### src/rtl/jtframe_dwnld_pkg.sv
// Shared definitions for the ROM download path.
//   prog_state_t : write FSM encoding (IDLE / WRITE)
//   FIFO_DEPTH   : entries in the ioctl byte FIFO
//   FIFO_DW      : FIFO entry width, {offset[24:0], data[7:0]}
//   lane_mask    : active-low byte enable for an SDRAM 16-bit word
package jtframe_dwnld_pkg;

  typedef enum logic {
    ST_IDLE  = 1'b0,
    ST_WRITE = 1'b1
  } prog_state_t;

  localparam int FIFO_DEPTH = 4;
  localparam int FIFO_AW    = $clog2(FIFO_DEPTH);
  localparam int OFFSET_W   = 25;
  localparam int FIFO_DW    = OFFSET_W + 8;

  // Even byte offsets land in the low lane (mask 2'b10), odd ones in the
  // high lane (2'b01). swab flips the lane for byte-swapped ROM images.
  function automatic logic [1:0] lane_mask(input logic odd, input logic swab);
    return (odd ^ swab) ? 2'b01 : 2'b10;
  endfunction

endpackage

### src/rtl/jtframe_ioctl_fifo.sv
// Small show-ahead FIFO buffering ioctl bytes in front of the SDRAM writer.
//   clk, rst_n : clock, asynchronous active-low reset (pointers only)
//   push, din  : write request and entry; ignored when full unless a pop
//                happens on the same edge
//   pop        : consume the head entry; ignored when empty
//   dout       : head entry, valid whenever empty=0
//   full,empty : occupancy flags
module jtframe_ioctl_fifo
  import jtframe_dwnld_pkg::*;
#(
  parameter int DW = FIFO_DW
) (
  input  logic          clk,
  input  logic          rst_n,
  input  logic          push,
  input  logic [DW-1:0] din,
  input  logic          pop,
  output logic [DW-1:0] dout,
  output logic          full,
  output logic          empty
);

  logic [DW-1:0]    mem [FIFO_DEPTH];
  logic [FIFO_AW:0] wr_ptr;
  logic [FIFO_AW:0] rd_ptr;
  logic             do_pop;
  logic             do_push;

  // The extra pointer bit tells a full FIFO from an empty one.
  assign empty   = (wr_ptr == rd_ptr);
  assign full    = (wr_ptr[FIFO_AW] != rd_ptr[FIFO_AW]) &&
                   (wr_ptr[FIFO_AW-1:0] == rd_ptr[FIFO_AW-1:0]);
  assign do_pop  = pop & ~empty;
  // A pop on the same edge frees the slot, so a push into a full FIFO still lands.
  assign do_push = push & (~full | do_pop);
  assign dout    = mem[rd_ptr[FIFO_AW-1:0]];

  // NOTE: storage has no reset; the pointers alone define which entries are valid.
  always_ff @(posedge clk) begin
    if (do_push) mem[wr_ptr[FIFO_AW-1:0]] <= din;
  end

  // NOTE: sequential state uses non-blocking assignments so every flop samples pre-edge values.
  always_ff @(posedge clk or negedge rst_n) begin
    if (!rst_n) begin
      wr_ptr <= '0;
      rd_ptr <= '0;
    end else begin
      if (do_push) wr_ptr <= wr_ptr + 1'b1;
      if (do_pop)  rd_ptr <= rd_ptr + 1'b1;
    end
  end

endmodule

### src/rtl/jtframe_ioctl_prog.sv
// Converts the ioctl byte stream of a ROM download into SDRAM byte writes.
//   clk, rst_n          : clock, asynchronous active-low reset
//   downloading         : ROM download in progress
//   ioctl_addr/dout/wr  : byte address, byte data, one-cycle byte strobe
//   prog_addr/data/mask : SDRAM word address, byte, active-low lane enables
//   prog_we, prog_rdy   : level write request, held until the controller accepts
//   dwnld_busy          : download path active (extended by HOLD cycles)
//   overflow            : sticky, a byte was dropped on a full FIFO
module jtframe_ioctl_prog
  import jtframe_dwnld_pkg::*;
#(
  parameter int SDRAMW = 22,
  parameter int HEADER = 0,
  parameter int SWAB   = 0,
  parameter int HOLD   = 16
) (
  input  logic              clk,
  input  logic              rst_n,
  input  logic              downloading,
  input  logic [24:0]       ioctl_addr,
  input  logic [7:0]        ioctl_dout,
  input  logic              ioctl_wr,
  output logic [SDRAMW-1:0] prog_addr,
  output logic [7:0]        prog_data,
  output logic [1:0]        prog_mask,
  output logic              prog_we,
  input  logic              prog_rdy,
  output logic              dwnld_busy,
  output logic              overflow
);

  localparam logic [24:0] HDR    = 25'(HEADER);
  localparam logic        SWAB_B = (SWAB != 0);
  localparam int          HW     = (HOLD > 0) ? $clog2(HOLD + 1) : 1;
  localparam logic [HW-1:0] HOLD_V = HW'(HOLD);

  // Reset asserts asynchronously and releases on the second clock edge.
  logic [1:0] rst_sync;
  logic       rst_li;

  always_ff @(posedge clk or negedge rst_n) begin
    if (!rst_n) rst_sync <= 2'b00;
    else        rst_sync <= {rst_sync[0], 1'b1};
  end

  assign rst_li = rst_sync[1];

  prog_state_t   state;
  logic          push_req;
  logic          pop;
  logic          drop;
  logic          fifo_full;
  logic          fifo_empty;
  logic [32:0]   head;
  logic [24:0]   head_off;
  logic [7:0]    head_data;
  logic          unused_off;

  assign push_req = ioctl_wr & downloading & (ioctl_addr >= HDR);
  assign pop      = (state == ST_IDLE) & ~fifo_empty;
  assign drop     = push_req & fifo_full & ~pop;

  jtframe_ioctl_fifo #(.DW(FIFO_DW)) u_fifo (
    .clk   (clk),
    .rst_n (rst_li),
    .push  (push_req),
    .din   ({ioctl_addr - HDR, ioctl_dout}),
    .pop   (pop),
    .dout  (head),
    .full  (fifo_full),
    .empty (fifo_empty)
  );

  assign head_off   = head[32:8];
  assign head_data  = head[7:0];
  // Offset bits above the word address simply wrap away.
  assign unused_off = ^head_off;

  always_ff @(posedge clk or negedge rst_li) begin
    if (!rst_li) begin
      state     <= ST_IDLE;
      prog_addr <= '0;
      prog_data <= '0;
      prog_mask <= 2'b11;
      prog_we   <= 1'b0;
    end else begin
      case (state)
        ST_IDLE: begin
          if (!fifo_empty) begin
            prog_addr <= head_off[SDRAMW:1];
            prog_data <= head_data;
            prog_mask <= lane_mask(head_off[0], SWAB_B);
            prog_we   <= 1'b1;
            state     <= ST_WRITE;
          end
        end
        ST_WRITE: begin
          if (prog_rdy) begin
            prog_we <= 1'b0;
            state   <= ST_IDLE;
          end
        end
        default: state <= ST_IDLE;
      endcase
    end
  end

  // Overflow is sticky for the whole download; a new download clears it.
  logic dl_q;

  always_ff @(posedge clk or negedge rst_li) begin
    if (!rst_li) begin
      dl_q     <= 1'b0;
      overflow <= 1'b0;
    end else begin
      dl_q     <= downloading;
      overflow <= (overflow & ~(downloading & ~dl_q)) | drop;
    end
  end

  // Busy follows activity and then lingers HOLD cycles so the consumer sees
  // the SDRAM settle; any new activity reloads the tail.
  logic          active;
  logic [HW-1:0] hold_cnt;

  assign active = downloading | ~fifo_empty | (state == ST_WRITE);

  always_ff @(posedge clk or negedge rst_li) begin
    if (!rst_li)               hold_cnt <= '0;
    else if (active)           hold_cnt <= HOLD_V;
    else if (hold_cnt != '0)   hold_cnt <= hold_cnt - HW'(1);
  end

  assign dwnld_busy = rst_li & (active | (hold_cnt != '0));

endmodule

### config.mk
export PLATFORM = sky130hd
export DESIGN_NAME = jtframe_ioctl_prog
export DESIGN_NICKNAME = d
export VERILOG_FILES = /design/src/rtl/jtframe_dwnld_pkg.sv /design/src/rtl/jtframe_ioctl_fifo.sv /design/src/rtl/jtframe_ioctl_prog.sv
export SDC_FILE = /design/constraint.sdc
export NUM_CORES = 1
export LEC_CHECK = 0
export ABC_AREA = 0
export BUFFER_PORTS_ARGS = -buffer_cell sky130_fd_sc_hd__buf_2
export CAP_MARGIN = 20
export CORE_AREA = 2 2 109 111
export CTS_BUF_LIST = sky130_fd_sc_hd__clkbuf_8
export DETAILED_ROUTE_END_ITERATION = 12
export DIE_AREA = 0 0 111 113
export PLACE_DENSITY = 0.82
export SETUP_SLACK_MARGIN = 0.05
export SLEW_MARGIN = 40
export SYNTH_ARGS = -nofsm -noshare
export SYNTH_HDL_FRONTEND = slang
export SYNTH_SLANG_ARGS = --single-unit
export TNS_END_PERCENT = 20
### constraint.sdc
create_clock -name clk -period 2.2 [get_ports clk]
set_input_delay 0.22 -clock clk [delete_from_list [all_inputs] [get_ports clk]]
set_output_delay 0.22 -clock clk [all_outputs]
set_load 0.05 [all_outputs]
# ---- Word-level counts from Yosys, hierarchy flattened
# Memories as Yosys holds them, arrays and structs flattened.
# Index checks and enable logic that the tools add are counted.
dict set report totals {
  mem_count 1
  output_inout_bits 35
  ramBits 132
  reg_bits 49
}
# memory depth word_bits read_ports rd_clocked_by_memory_dff wr line_no
set mem_list {}
lappend mem_list {u_fifo.mem 4 33 1 0 1 jtframe_ioctl_fifo.sv:23} ;# logic [DW-1:0] mem [FIFO_DEPTH];
dict set report op_classes {
  bitwise_logic 21
  reduce_logical 5
  n_eq_ne 5
  magnitude_cmp 1
  n_addsub 3
  muxes 11
}
# op count
set op_table {}
lappend op_table {{$ge 25x1->1 const B} 1}
lappend op_table {{$and 1x1->1} 10}
lappend op_table {{$mux 5} 2}
lappend op_table {{$add 3x1->3 const B} 2}
lappend op_table {{$mux 1} 6}
lappend op_table {{$not 1->1} 6}
lappend op_table {{$or 1x1->1} 5}
lappend op_table {{$reduce_bool 5->1} 1}
lappend op_table {{$sub 5x1->5 const B} 1}
lappend op_table {{$ne 2x2->1 const B} 2}
lappend op_table {{$pmux 1 s2} 2}
lappend op_table {{$reduce_and 2->1} 2}
lappend op_table {{$eq 3x3->1} 1}
lappend op_table {{$eq 2x2->1} 1}
lappend op_table {{$mux 2} 1}
lappend op_table {{$reduce_bool 2->1} 1}
lappend op_table {{$logic_and 1x1->1} 1}
lappend op_table {{$ne 1x1->1} 1}

# ---- Depth between registers and ports, before layout
dict set report logic_depth {
  ltp_word 8
  mapped_depth 6
  mapped_depth_nobuf 5
}

# ---- Cells and area by module
# A second synthesis with hierarchy kept.
dict set report unflattened {
  cells_unflattened 332
  hier_area_um2 6907.9
}
# module instances seq_area_each_um2 cells_per_inst area_per_inst_um2
set by_module_without_submodules {}
lappend by_module_without_submodules {jtframe_ioctl_fifo 1 4113.9 219 5222.5}
lappend by_module_without_submodules {jtframe_ioctl_prog 1 1078.5 113 1685.4}

# ---- Worst setup path after synthesis
# Ideal clock, no wire load.
dict set report synth_timing {
  kind {reg-to-reg}
  startpoint {register u_fifo.rd_ptr[0]}
  endpoint {memory u_fifo.mem[3][0] (netlist name), enable pin}
  t_arrival_ps 2535
  required_time_ps 1759
  setup_time_ps 441
  path_buffers 1
  period_less_slack_ps 2976
  setup_slack_ps -776
  stages_incl_launch_ff 4
  cell_sequence {dfrtp_1 > buf_6 > xnor2_4 > a41oi_1}
}
dict set report synth_between {
  elab_chain_cells 8
}
# item line_no
set synth_lines {}
lappend synth_lines {{from (decl)} jtframe_ioctl_fifo.sv:25} ;# logic [FIFO_AW:0] rd_ptr;
lappend synth_lines {{from (signal assigned)} jtframe_ioctl_fifo.sv:50} ;# if (do_pop) rd_ptr <= rd_ptr + 1'b1;
lappend synth_lines {{$eq 3x3->1} jtframe_ioctl_fifo.sv:30} ;# assign empty = (wr_ptr == rd_ptr);
lappend synth_lines {{$not 1->1 (no line)} n/a}
lappend synth_lines {{$and 1x1->1} jtframe_ioctl_prog.sv:60} ;# assign pop = (state == ST_IDLE) & ~fifo_empty;
lappend synth_lines {{$and 1x1->1} jtframe_ioctl_fifo.sv:33} ;# assign do_pop = pop & ~empty;
lappend synth_lines {{$or 1x1->1 *} jtframe_ioctl_fifo.sv:35} ;# assign do_push = push & (~full | do_pop);
lappend synth_lines {{$and 1x1->1 *} jtframe_ioctl_fifo.sv:35}
lappend synth_lines {{$mux 1 *} jtframe_ioctl_fifo.sv:40} ;# if (do_push) mem[wr_ptr[FIFO_AW-1:0]] <= din;
lappend synth_lines {{$mux 1 (not written as such) *} jtframe_ioctl_fifo.sv:40}
lappend synth_lines {{to (decl)} jtframe_ioctl_fifo.sv:23}
# Every way passes the cells marked *; elsewhere a longest branch is shown, timed or not.

# ---- Worst setup path in the final report
dict set report layout_timing {
  startpoint {register hold_cnt[1]}
  endpoint {output port dwnld_busy}
}
dict set report layout_between {
  elab_chain_cells 3
}
# item line_no
set layout_lines {}
lappend layout_lines {{from (decl)} jtframe_ioctl_prog.sv:124} ;# logic [HW-1:0] hold_cnt;
lappend layout_lines {{from (signal assigned)} jtframe_ioctl_prog.sv:131} ;# else if (hold_cnt != '0) hold_cnt <= hold_cnt - HW'(1);
lappend layout_lines {{$reduce_bool 5->1} jtframe_ioctl_prog.sv:134} ;# assign dwnld_busy = rst_li & (active | (hold_cnt != '0));
lappend layout_lines {{$or 1x1->1} jtframe_ioctl_prog.sv:134}
lappend layout_lines {{$and 1x1->1} jtframe_ioctl_prog.sv:134}
lappend layout_lines {{to (decl)} jtframe_ioctl_prog.sv:28} ;# output logic dwnld_busy,
# Every way passes these cells.

==> impl_metrics.py <==
metrics = {
    "critical_path": {
        "critical_path.top_delay_family": "simple AND/OR/NAND/NOR gates",
        "rr_startpoint": "u_fifo.rd_ptr[2]$_DFFE_PN0P_",
        "crit_type": "reg2out",
        "cp.arrival_ps": 1870,
        "worst-path-buf-inv": 2,
        "critPathCaptureType": "output pin",
        "slowest_stage": "or4b_4",
        "crit_start": "hold_cnt[1]$_DFFE_PN0P_",
        "cp_cell_sequence": "inv_2, ha_4, or4b_4, o21a_1, buf_6",
        "critPathLaunchType": "flop",
        "cp_max_fo": 2,
        "cp.required_ps": 1980,
        "cpPeakStageDelay_ps": 460,
    },
    "yosys": {
        "synthCells": 309,
        "ys.flop_type": "edfxtp_1",
        "synth_common_cells": "124 x edfxtp_1, 47 x dfrtp_1, 31 x mux4_2",
        "yosysSeqAreaShare_pct": 74.11,
        "yosysUniqueCellTypes": 34,
        "yosysMostFrequentCell": "edfxtp_1",
        "synth.area.top_cells": "edfxtp_1 56%, dfrtp_1 18%, mux4_2 10%",
        "async_flop_share_pct": 28.32,
        "avgSynthCellArea_um2": 21.63,
        "yosysWarnings": 0,
        "syn_area_mm2": 0.006683,
        "synth_top_cell_by_area": "edfxtp_1",
        "synth_top_area_share_pct": 55.72,
        "synth_fp_nets": 353,
        "ys_ff_latch": 173,
        "synth_enable_flop_cells": 124,
    },
    "place": {
        "place_ws_ps": 175.3,
        "place_congestion": 0.7014,
        "numPortBuffers": 70,
        "dp.cells": 523,
        "hpwl_um": 6679,
    },
    "power": {
        "power.share.switching_pct": 36.11,
        "seqPwrFrac_pct": 40.1,
        "p_per_area_mw_per_mm2": 1425,
        "vdd_ir_drop_max_mv": 0.9127,
        "power_frac_clock_pct": 18.1,
        "pwr-share-comb_pct": 41.8,
        "internal_power_uw": 7392,
        "leakage_uw": 0.003089,
        "p_switching_uw": 4177,
    },
    "sta": {
        "setup_viol": 0,
        "worst_hold_slack_ps": 30.27,
        "max_slew_margin_pct": 57.84,
        "tns_ps": 0,
        "hold_viol": 0,
        "fmax_mhz": 477.5,
        "rsz0062_at_grt": "yes",
        "tightest_slew_ps": 632.4,
        "drv_slew": 0,
        "post-route-period-util_pct": 95.19,
        "fin_skew_ps": 12.04,
        "layout_setup_ws_ps": 105.8,
        "min_period_ps": 2094,
    },
    "grt": {
        "grt.overflow.total": 0,
        "grt_max_degree": 48,
        "grt_first_pass_wirelength_um": 18300,
        "grt_usage_pct": 19.66,
        "antenna_found_initial": 0,
        "grt_pass1_vias": 3525,
    },
    "floorplan": {
        "io_pins": 73,
        "core_mm2": 0.01127,
        "start_util_pct": 59.29,
        "design.die.area_mm2": 0.01254,
        "die_h_um": 113,
        "die_w_um": 111,
        "rows": 39,
    },
    "clock_tree": {
        "clock_latency_ps": 450,
        "cts_tree": "yes",
        "cts_buffers": 17,
        "clk_pin_slew_ps": 80,
        "clockRootBuffer": "clkbuf_8",
        "htree_num_levels": 4,
        "clock-sinks": 173,
        "cts_buffer_depth": 2,
    },
    "layout": {
        "nNetsFinal": 485,
        "diodes": 0,
        "area_growth_pct": 21.51,
        "fin_cells": 597,
        "drive_gt1_share_pct": 45.15,
    },
    "route": {
        "totalWireLength_um": 11400,
        "route.detailed.drc": 0,
        "viasPerCell": 5.484,
        "first_iter_violations": 240,
        "vias": 3274,
        "first_pass_iters": 4,
        "final_antenna_net_count": 0,
        "wl_per_cell_um": 19.09,
    },
    "run_status": {
        "status": "finished clean",
    },
    "worst_hold_path": {
        "hold_class": "in2reg",
        "min_from": "prog_rdy",
    },
    "run": {
        "max-cap-violations": 0,
    },
}
## area by class of cell
type	count	area, um^2
fill	656	3152
clock inverter	15	150.1
inverter	7	26.28
tap	143	178.9
multi-input combinational	116	1653
timing repair buffer	126	922.1
clock buffer	17	234.0
sequential	173	4956
## cells in the final DEF (no fill, tap or decap), types with 17 or more instances in the layout
master           n
mux2_4          28
mux4_2          31
edfxtp_1       124
dlygate4sd3_1   33
buf_4           18
dfrtp_1         44
clkbuf_8        17
buf_2           69
## worst reg2reg max path: cells and delay by family, from the launching register on
kind,cells,cell delay (ps)
XOR/XNOR,1,240
AO/OA/AOI/OAI,1,540
AND/OR/NAND/NOR,1,290
flip-flops,1,440
buffers and inverters,1,210
## power groups by stage
stage / clock, uW / combinational (uW) / sequential (uW)
6_report: 2100 / 4840 / 4640
5_1_grt: 2290 / 5130 / 4710
4_1_cts: 2150 / 4810 / 4640
3_5_place_dp: 0 / 4720 / 4690
3_3_place_gp: 0 / 4600 / 4650
2_1_floorplan: 0 / 2640 / 5730
## stage by stage
| stage | instance area [um^2] | total power [uW] | util (%) |
|---|---|---|---|
| detailed placement | 7308 | 9412 | 64.84 |
| floorplan | 6691 | 8367 | - |
| CTS | 8073 | 11600 | 71.62 |
| global placement | 7308 | 9247 | 64.84 |
| global route | 8120 | 12140 | 72.04 |
| finish | 8120 | 11570 | 72.04 |
## what timing repair did
item	CTS	global route
pin swaps	1	3
hold buffers	32	1
gates resized for setup	6	2
endpoints found under the hold margin	123	3
setup endpoints to repair	1	76
buffers inserted	4	5
## worst paths after layout
kind                                                end  cells after the start  slack [ps]
min reg2reg                       rst_sync[1]$_DFF_PN0_                      0         350
max reg2reg                 u_fifo.mem[2][16]$_DFFE_PP_                      4         170
max in group asynchronous  u_fifo.rd_ptr[0]$_DFFE_PN0P_                      1        1350
max                                          dwnld_busy                      5         110
min in group asynchronous         rst_sync[0]$_DFF_PN0_                      2          90
min                                     state$_DFF_PN0_                      3          30
## layer usage
metal	vias to the layer above	GRT usage, %	wire, um
met4	0	8.333	193
met3	19	5.410	473
met1	1691	25.81	5018
met5	-	0	0
li1	1478	-	-
met2	86	31.66	5711
## logic make-up (layout without fill, tap and decap cells)
family	after synthesis	count (layout)	share of synthesized area, %
DFF	173	173	74.11
muxes	65	65	17.73
and+or+nand+nor	22	22	1.741
buffers and inverters	20	165	1.854
AOI/OAI and AO/OA	12	12	1.517
xor gates and xnor gates	10	10	1.872
adders and majority gates	6	6	1.123
other	1	1	0.05612
## sequential cells by signal, summed over array words and instances (netlist names)
| register | count |
|---|---|
| u_fifo.wr_ptr | 3 |
| u_fifo.mem | 124 |
| hold_cnt | 5 |
| u_fifo.rd_ptr | 3 |
| overflow | 1 |
| prog_data | 8 |
| prog_we | 1 |
| dl_q | 1 |
| prog_mask | 2 |
| prog_addr | 22 |
| state | 1 |
| rst_sync | 2 |
Note: power is estimated with default switching activity, not from simulation.
